File: src/rtl/stlb_arb_pkg.sv
// -----------------------------------------------------------------------------
// stlb_arb_pkg
// Shared types for the shared-TLB lookup arbiter:
//   stlb_owner_e     - which requester owns a lookup (ITLB or DTLB)
//   stlb_arb_state_e - lookup sequencer states
// -----------------------------------------------------------------------------
package stlb_arb_pkg;

    typedef enum logic {
        OWN_ITLB = 1'b0,
        OWN_DTLB = 1'b1
    } stlb_owner_e;

    typedef enum logic [1:0] {
        IDLE  = 2'd0,   // no lookup pending
        REQ   = 2'd1,   // lookup presented to the shared TLB
        WAIT  = 2'd2,   // lookup accepted, result outstanding
        DRAIN = 2'd3    // flushed while outstanding; result will be dropped
    } stlb_arb_state_e;

endpackage

File: src/rtl/stlb_rr_arb2.sv
// -----------------------------------------------------------------------------
// stlb_rr_arb2
// Two-input round-robin picker. On a tie the requester that was not granted
// last wins. The last-granted register moves only when a grant is issued.
// Ports:
//   clk_i        clock
//   rst_i        synchronous active-high reset (last-granted -> ITLB)
//   i_en         grants allowed this cycle
//   i_req_itlb   ITLB request
//   i_req_dtlb   DTLB request
//   o_gnt_itlb   ITLB granted (combinational)
//   o_gnt_dtlb   DTLB granted (combinational)
// -----------------------------------------------------------------------------
module stlb_rr_arb2
    import stlb_arb_pkg::*;
(
    input  logic clk_i,
    input  logic rst_i,
    input  logic i_en,
    input  logic i_req_itlb,
    input  logic i_req_dtlb,
    output logic o_gnt_itlb,
    output logic o_gnt_dtlb
);

    stlb_owner_e r_last;
    logic        w_prefer_dtlb;

    // After an ITLB grant the DTLB has priority on the next tie, and vice versa.
    assign w_prefer_dtlb = (r_last == OWN_ITLB);

    assign o_gnt_dtlb = i_en && i_req_dtlb && (!i_req_itlb ||  w_prefer_dtlb);
    assign o_gnt_itlb = i_en && i_req_itlb && (!i_req_dtlb || !w_prefer_dtlb);

    always_ff @(posedge clk_i) begin
        if (rst_i) begin
            r_last <= OWN_ITLB;
        end else if (o_gnt_dtlb) begin
            r_last <= OWN_DTLB;
        end else if (o_gnt_itlb) begin
            r_last <= OWN_ITLB;
        end
    end

endmodule

File: src/rtl/stlb_lookup_arbiter.sv
// -----------------------------------------------------------------------------
// stlb_lookup_arbiter
// Shares the single shared-TLB lookup port between ITLB and DTLB misses.
// One lookup in flight at a time, round-robin between the two requesters,
// responses routed back to the owner; responses orphaned by a flush are dropped.
// Ports:
//   clk_i, rst_i                     clock, synchronous active-high reset
//   flush_i                          TLB flush, aborts pending work
//   asid_i                           current ASID, captured at grant
//   itlb_req_i/itlb_vpn_i            ITLB miss request (held until granted)
//   itlb_gnt_o/itlb_rsp_valid_o      ITLB grant / response strobes
//   dtlb_*                           same for the DTLB
//   rsp_hit_o/rsp_pte_o              response payload, zero unless a strobe is up
//   stlb_req_o/stlb_vpn_o/stlb_asid_o lookup to the shared TLB
//   stlb_gnt_i                       shared TLB accepted the lookup
//   stlb_rsp_valid_i/_hit_i/_pte_i   lookup result
// -----------------------------------------------------------------------------
module stlb_lookup_arbiter
    import stlb_arb_pkg::*;
#(
    parameter int VPN_W  = 20,
    parameter int ASID_W = 9,
    parameter int PTE_W  = 32
) (
    input  logic              clk_i,
    input  logic              rst_i,
    input  logic              flush_i,
    input  logic [ASID_W-1:0] asid_i,
    input  logic              itlb_req_i,
    input  logic [VPN_W-1:0]  itlb_vpn_i,
    output logic              itlb_gnt_o,
    output logic              itlb_rsp_valid_o,
    input  logic              dtlb_req_i,
    input  logic [VPN_W-1:0]  dtlb_vpn_i,
    output logic              dtlb_gnt_o,
    output logic              dtlb_rsp_valid_o,
    output logic              rsp_hit_o,
    output logic [PTE_W-1:0]  rsp_pte_o,
    output logic              stlb_req_o,
    output logic [VPN_W-1:0]  stlb_vpn_o,
    output logic [ASID_W-1:0] stlb_asid_o,
    input  logic              stlb_gnt_i,
    input  logic              stlb_rsp_valid_i,
    input  logic              stlb_rsp_hit_i,
    input  logic [PTE_W-1:0]  stlb_rsp_pte_i
);

    stlb_arb_state_e   r_state;
    stlb_arb_state_e   w_state_next;
    stlb_owner_e       r_owner;
    logic [VPN_W-1:0]  r_vpn;
    logic [ASID_W-1:0] r_asid;

    logic w_grant_en;
    logic w_gnt_itlb;
    logic w_gnt_dtlb;
    logic w_any_gnt;
    logic w_deliver;

    // Grants only from IDLE and never during flush or reset, so a requester
    // never sees a grant that the sequencer will not act on.
    assign w_grant_en = (r_state == IDLE) && !flush_i && !rst_i;

    stlb_rr_arb2 u_rr_arb (
        .clk_i      (clk_i),
        .rst_i      (rst_i),
        .i_en       (w_grant_en),
        .i_req_itlb (itlb_req_i),
        .i_req_dtlb (dtlb_req_i),
        .o_gnt_itlb (w_gnt_itlb),
        .o_gnt_dtlb (w_gnt_dtlb)
    );

    assign w_any_gnt = w_gnt_itlb | w_gnt_dtlb;

    // A result is routed only from WAIT; a same-cycle flush orphans it.
    assign w_deliver = (r_state == WAIT) && stlb_rsp_valid_i && !flush_i && !rst_i;

    always_comb begin
        w_state_next = r_state;
        case (r_state)
            IDLE: begin
                if (w_any_gnt) w_state_next = REQ;
            end
            REQ: begin
                // flush beats a same-cycle accept: the lookup counts as never issued
                if (flush_i)         w_state_next = IDLE;
                else if (stlb_gnt_i) w_state_next = WAIT;
            end
            WAIT: begin
                if (stlb_rsp_valid_i) w_state_next = IDLE;
                else if (flush_i)     w_state_next = DRAIN;
            end
            DRAIN: begin
                if (stlb_rsp_valid_i) w_state_next = IDLE;
            end
            default: w_state_next = IDLE;
        endcase
    end

    always_ff @(posedge clk_i) begin
        if (rst_i) begin
            r_state <= IDLE;
            r_owner <= OWN_ITLB;
            r_vpn   <= '0;
            r_asid  <= '0;
        end else begin
            r_state <= w_state_next;
            if (w_any_gnt) begin
                r_owner <= w_gnt_dtlb ? OWN_DTLB : OWN_ITLB;
                r_vpn   <= w_gnt_dtlb ? dtlb_vpn_i : itlb_vpn_i;
                r_asid  <= asid_i;
            end
        end
    end

    assign itlb_gnt_o       = w_gnt_itlb;
    assign dtlb_gnt_o       = w_gnt_dtlb;
    assign itlb_rsp_valid_o = w_deliver && (r_owner == OWN_ITLB);
    assign dtlb_rsp_valid_o = w_deliver && (r_owner == OWN_DTLB);
    assign rsp_hit_o        = w_deliver && stlb_rsp_hit_i;
    assign rsp_pte_o        = w_deliver ? stlb_rsp_pte_i : '0;
    assign stlb_req_o       = (r_state == REQ) && !rst_i;
    assign stlb_vpn_o       = r_vpn;
    assign stlb_asid_o      = r_asid;

endmodule

File: config.mk
export PLATFORM = sky130hd
export DESIGN_NAME = stlb_lookup_arbiter
export DESIGN_NICKNAME = d
export VERILOG_FILES = /design/src/rtl/stlb_arb_pkg.sv /design/src/rtl/stlb_rr_arb2.sv /design/src/rtl/stlb_lookup_arbiter.sv
export SDC_FILE = /design/constraint.sdc
export NUM_CORES = 1
export LEC_CHECK = 0
export ABC_AREA = 1
export BUFFER_PORTS_ARGS = -buffer_cell sky130_fd_sc_hd__buf_2
export CAP_MARGIN = 10
export CORE_AREA = 8 8 78 80
export CTS_BUF_LIST = sky130_fd_sc_hd__clkbuf_8
export DETAILED_ROUTE_END_ITERATION = 6
export DIE_AREA = 0 0 86 88
export PLACE_DENSITY = 0.8
export SKIP_CTS_REPAIR_TIMING = 1
export SYNTH_ARGS = -nofsm -noshare
export SYNTH_HDL_FRONTEND = slang
export SYNTH_SLANG_ARGS = --single-unit
File: constraint.sdc
create_clock -name clk_i -period 1.9 [get_ports clk_i]
set_input_delay 0 -clock clk_i [delete_from_list [all_inputs] [get_ports clk_i]]
set_output_delay 0 -clock clk_i [all_outputs]
set_load 0.03 [all_outputs]
==> qor.yml, run 1 <==
syn_area_sq_mm: 0.001832
synth_commonest_cells: "nor2_1, nand2_1, inv_1"
drt_first_iter_violations: 81
wire_per_inst_um: 12.14
synth_ff_type: "dfxtp_1"
arrival_ps: 1750
layout-drive-gt1-share_pct: 40.13
ctsHtreeMaxLevel: 2
status: "completed"
start_util_pct: 37.29
clk_latency_ps: 280
die_height_um: 88
async_flop_share_pct: 0
grt_max_degree: 36
wl_mm: 6.507
hold_class: "in -> reg"
required_ps: 1900
final-hold-violation-count: 0
num_vias: 2321
cts_root_buf: "clkbuf_8"
viasPerCell: 4.330
p_leak_nw: 1.783
cts_sinks: 32
grt_pass1_vias: 2324
powerDensity_mw_per_mm2: 714.5
die_area_sq_mm: 0.007568
grt_util_all_layers_pct: 16.69
cts_tree: "yes"
critPathKind: "in -> out"
finalSetupViolCount: 0
syn-num-nets: 394
met1Wirelength_mm: 2.530
nNetsFinal: 554
drc: 0
finalWeightedCongestion: 0.7749
seq_area_frac_synth_pct: 34.97
dr_wl_met2_mm: 3.243
critPathCaptureType: "output port"
portBuffers: 155
worst_ir_drop_vdd_uv: 396.7
grt-ovfl-total: 0
fp.dieW_um: 86
grt_pass1_wl_mm: 10.31
clk_pin_slew_ps: 60
worstPathMaxFanout: 35
area_delta_synth_final_pct: 53.48
cts_buffers: 5
setup-tns-final_ps: 0
yosys.area.top_type_share_pct: 34.97
firstDrtPassIters: 4
synth_seq_cells: 32
rows: 26
avgSynthCellArea_sq_um: 6.006
p_total_w: 0.002009
synth_edf_count: 0
min_period_ps: 1748
ys_warn_count: 0
antennaDiodeCount: 0
cts_buffer_depth: 2
antenna_left: 0
yosysTopAreaCell: "dfxtp_1"
antenna_found_initial: 0
wl_met3_um: 675
boundaryPins: 156
ys_types: 20
timing.fmax_mhz: 572.0
drv_slew: 0
hpwl_mm: 5.150
start_kind: "input port"
maxCapViolCount: 0
skew_ps: 5.683
ys_top_cells_by_area: "dfxtp_1, nor2_1, nand2_1"
yosysMostFrequentCell: "nor2_1"
rsz0062_at_grt: "false"
synthCells: 305
relSlewSlack_pct: 61.66
core_area_sq_mm: 0.004912
routed.top_layer: "met4"
fin_crit_sh_pct: 92.02
max_slew.worst_pin.slew_ps: 574.2
-- cell type report --
| class | count | area, sq um |
|---|---|---|
| Clock inverter | 2 | 7.507 |
| Sequential cell | 32 | 640.6 |
| Timing Repair Buffer | 169 | 905.9 |
| Tap cell | 70 | 87.58 |
| Inverter | 44 | 165.2 |
| Clock buffer | 6 | 82.58 |
| Fill cell | 488 | 2101 |
| Multi-Input combinational cell | 213 | 922.1 |
-- worst paths after layout --
kind                                startpoint             end  slack, ps  cells after the start
worst max register to register      r_state[1]   stlb_vpn_o[6]        360                      8
worst max-delay path                     rst_i    rsp_pte_o[1]        150                      8
worst min register to register  stlb_vpn_o[10]  stlb_vpn_o[10]        510                      2
worst min-delay path            dtlb_vpn_i[12]  stlb_vpn_o[12]         20                      5
-- kinds of logic after synthesis --
logic type | synth area share (%)
buf+inv | 14.69
compound gates | 10.25
flops | 34.97
simple gates | 40.09
-- report_power, final --
group | internal [W] | total, W | switching (W)
logic | 0.000241 | 0.000692 | 0.000451
registers | 0.000755 | 0.000797 | 0.0000422
clock network | 0.000284 | 0.000519 | 0.000235
-- critical path, stage by stage --
cell           delay, ps
dlygate4sd3_1        540
buf_2                150
inv_2                 60
buf_4                260
nand4_1              120
buf_4                240
nor2_1               140
buf_2                210
-- per-layer routing --
metal	vias up	GRT usage (%)
met2	105	30.79
li1	1222	-
met4	0	5.255
met3	6	6.473
met1	988	16.86
met5	-	0
-- metrics by stage --
step / setup slack, ps / hold slack (ps) / utilization [%] / std cells / instance area (sq um)
floorplan: 485.0 / 69.07 / - / 305 / 1832
global placement: 439.9 / 228.4 / 53.36 / 518 / 2621
detailed placement: 359.7 / 233.9 / 53.36 / 518 / 2621
CTS: 292.2 / -61.63 / 55.20 / 526 / 2711
global route: 39.10 / 29.00 / 57.23 / 536 / 2811
finish: 151.6 / 17.54 / 57.23 / 536 / 2811
-- state kept, by name, summed over array words and instances, names as in the netlist --
| signal | count |
|---|---|
| r_state | 2 |
| stlb_asid_o | 9 |
| stlb_vpn_o | 20 |
| u_rr_arb.r_last | 1 |
-- cells in the final DEF (no fill, tap or decap), drive strengths merged --
cell / n
nand2: 72
inv: 46
a21boi: 1
nand4: 1
buf: 159
nand3: 3
dlygate4sd3: 10
dfxtp: 32
nor3: 2
o21ai: 32
a21oi: 4
clkbuf: 6
nor2: 98
Power figures use the tool's default switching activity.
==> inputs of run 2 (changes only) <==
--- a/config.mk
+++ b/config.mk
@@ -9,7 +9,7 @@
 export BUFFER_PORTS_ARGS = -buffer_cell sky130_fd_sc_hd__buf_2
 export CAP_MARGIN = 10
 export CORE_AREA = 8 8 78 80
-export CTS_BUF_LIST = sky130_fd_sc_hd__clkbuf_8
+export CTS_BUF_LIST = sky130_fd_sc_hd__clkbuf_4 sky130_fd_sc_hd__clkbuf_8
 export DETAILED_ROUTE_END_ITERATION = 6
 export DIE_AREA = 0 0 86 88
 export PLACE_DENSITY = 0.8
==> run 2 against run 1 <==
Clock-buffer cell count is 2 higher. Sequential power about the same. First-iteration DRC count is the same. Clock skew about the same. Global-route usage stayed put. Hold slack hardly changed.
==> qor.yml, run 2 (synthesis results as in run 1) <==
status: "completed"
wl_mm: 6.509
drt_first_iter_violations: 81
max_slew.worst_pin.slew_ps: 574.2
r2r-end: "stlb_vpn_o[6]"
cts_buffer_depth: 2
wire_per_inst_um: 12.14
path_cells: "dlygate4sd3_1, buf_2, inv_2, buf_4, nand4_1, buf_4, nor2_1, buf_2"
antenna_found_initial: 0
start_kind: "input port"
fin_crit_sh_pct: 92.03
slowest_delay_ps: 540
r2r-start: "r_state[1]"
finalNonFillerCells: 536
fp.dieW_um: 86
p_leak_nw: 1.781
core_area_sq_mm: 0.004912
holdCritStartpoint: "dtlb_vpn_i[12]"
antennaDiodeCount: 0
drc: 0
reg2reg_slack_ps: 360
die_area_sq_mm: 0.007568
rows: 26
clk_latency_ps: 280
grt_pass1_wl_mm: 10.31
arrival_ps: 1750
nNetsFinal: 554
hold_class: "in -> reg"
whs_path_depth: 5
setup-tns-final_ps: 0
final-hold-violation-count: 0
critPathCaptureType: "output port"
timing.fmax_mhz: 571.9
cts_sinks: 32
finalWeightedCongestion: 0.7749
start_util_pct: 37.29
critical_path.slowest_cell: "dlygate4sd3_1"
reg2reg_depth: 8
rsz0062_at_grt: "false"
cts_root_buf: "clkbuf_8"
worstPathMaxFanout: 35
layout-drive-gt1-share_pct: 40.56
grt_pass1_vias: 2324
ctsHtreeMaxLevel: 2
boundaryPins: 156
powerDensity_mw_per_mm2: 726.3
most-common-layout-cells: "buf_2, nor2_1, nand2_1, inv_1, dfxtp_1"
whs_endpoint: "stlb_vpn_o[12]"
critPathKind: "in -> out"
grt-ovfl-total: 0
post-place-cells: 518
layout.cells.most_common: "buf_2"
fillers: 489
worst_ir_drop_vdd_uv: 439.1
finalSetupViolCount: 0
skew_ps: 5.882
cts_buffers: 5
cts_tree: "yes"
relSlewSlack_pct: 61.67
num_vias: 2321
clk_pin_slew_ps: 60
area_delta_synth_final_pct: 53.89
maxCapViolCount: 0
largest_reg_flops: 20
firstDrtPassIters: 4
die_height_um: 88
antenna_left: 0
portBuffers: 155
min_period_ps: 1749
grt_util_all_layers_pct: 16.69
drv_slew: 0
viasPerCell: 4.330
grt_max_degree: 36
required_ps: 1900
hpwl_mm: 5.150
-- run 2: power by group --
part	switching [W]	internal [W]	total (W)
Clock	0.000234	0.000324	0.000558
Sequential	0.0000421	0.000755	0.000797
Combinational	0.000451	0.000241	0.000692
Total	0.000728	0.00132	0.00205
-- run 2: stage by stage --
stage | cell area (sq um) | worst slack (ps) | total power, W | utilization [%] | hold WS (ps)
2_1_floorplan | 1832 | 485.0 | 0.001272 | - | 69.07
3_3_place_gp | 2621 | 439.9 | 0.001474 | 53.36 | 228.4
3_5_place_dp | 2621 | 359.7 | 0.001492 | 53.36 | 233.9
4_1_cts | 2719 | 292.2 | 0.002050 | 55.35 | -61.63
5_1_grt | 2819 | 38.92 | 0.002193 | 57.39 | 29.21
6_report | 2819 | 151.4 | 0.002047 | 57.39 | 17.76
-- run 2: final cells by class --
cell class                 count  area [sq um]  area share, %
clock buffer                   8         97.59          3.462
inverter                      44         165.2          5.859
multi-input combinational    213         922.1          32.71
sequential                    32         640.6          22.73
tap                           70         87.58          3.107
timing repair buffer         169         905.9          32.13
-- run 2: critical path, delay by kind of cell --
kind	cells	cell delay, ps
buffers and inverters	6	1460
AND/OR/NAND/NOR	2	260
-- run 2: worst max path at each step --
stage | depth (start not counted) | from | to | slack (ps)
finish | 8 | rst_i | rsp_pte_o[1] | 150
global route | 8 | rst_i | rsp_pte_o[11] | 40
CTS | 6 | r_state[1] | rsp_pte_o[1] | 290
detailed placement | 8 | r_state[1] | stlb_vpn_o[1] | 360
global placement | 8 | r_state[1] | stlb_vpn_o[8] | 440
floorplan | 5 | r_state[1] | rsp_hit_o | 480
-- run 2: per-layer routing --
| metal | part of all wire (%) | global-route usage [%] | wire [um] |
|---|---|---|---|
| met3 | 10 | 6.473 | 675 |
| met1 | 39 | 16.86 | 2532 |
| met4 | 0.91 | 5.255 | 59 |
| met2 | 50 | 30.79 | 3242 |
| met5 | 0 | 0 | 0 |
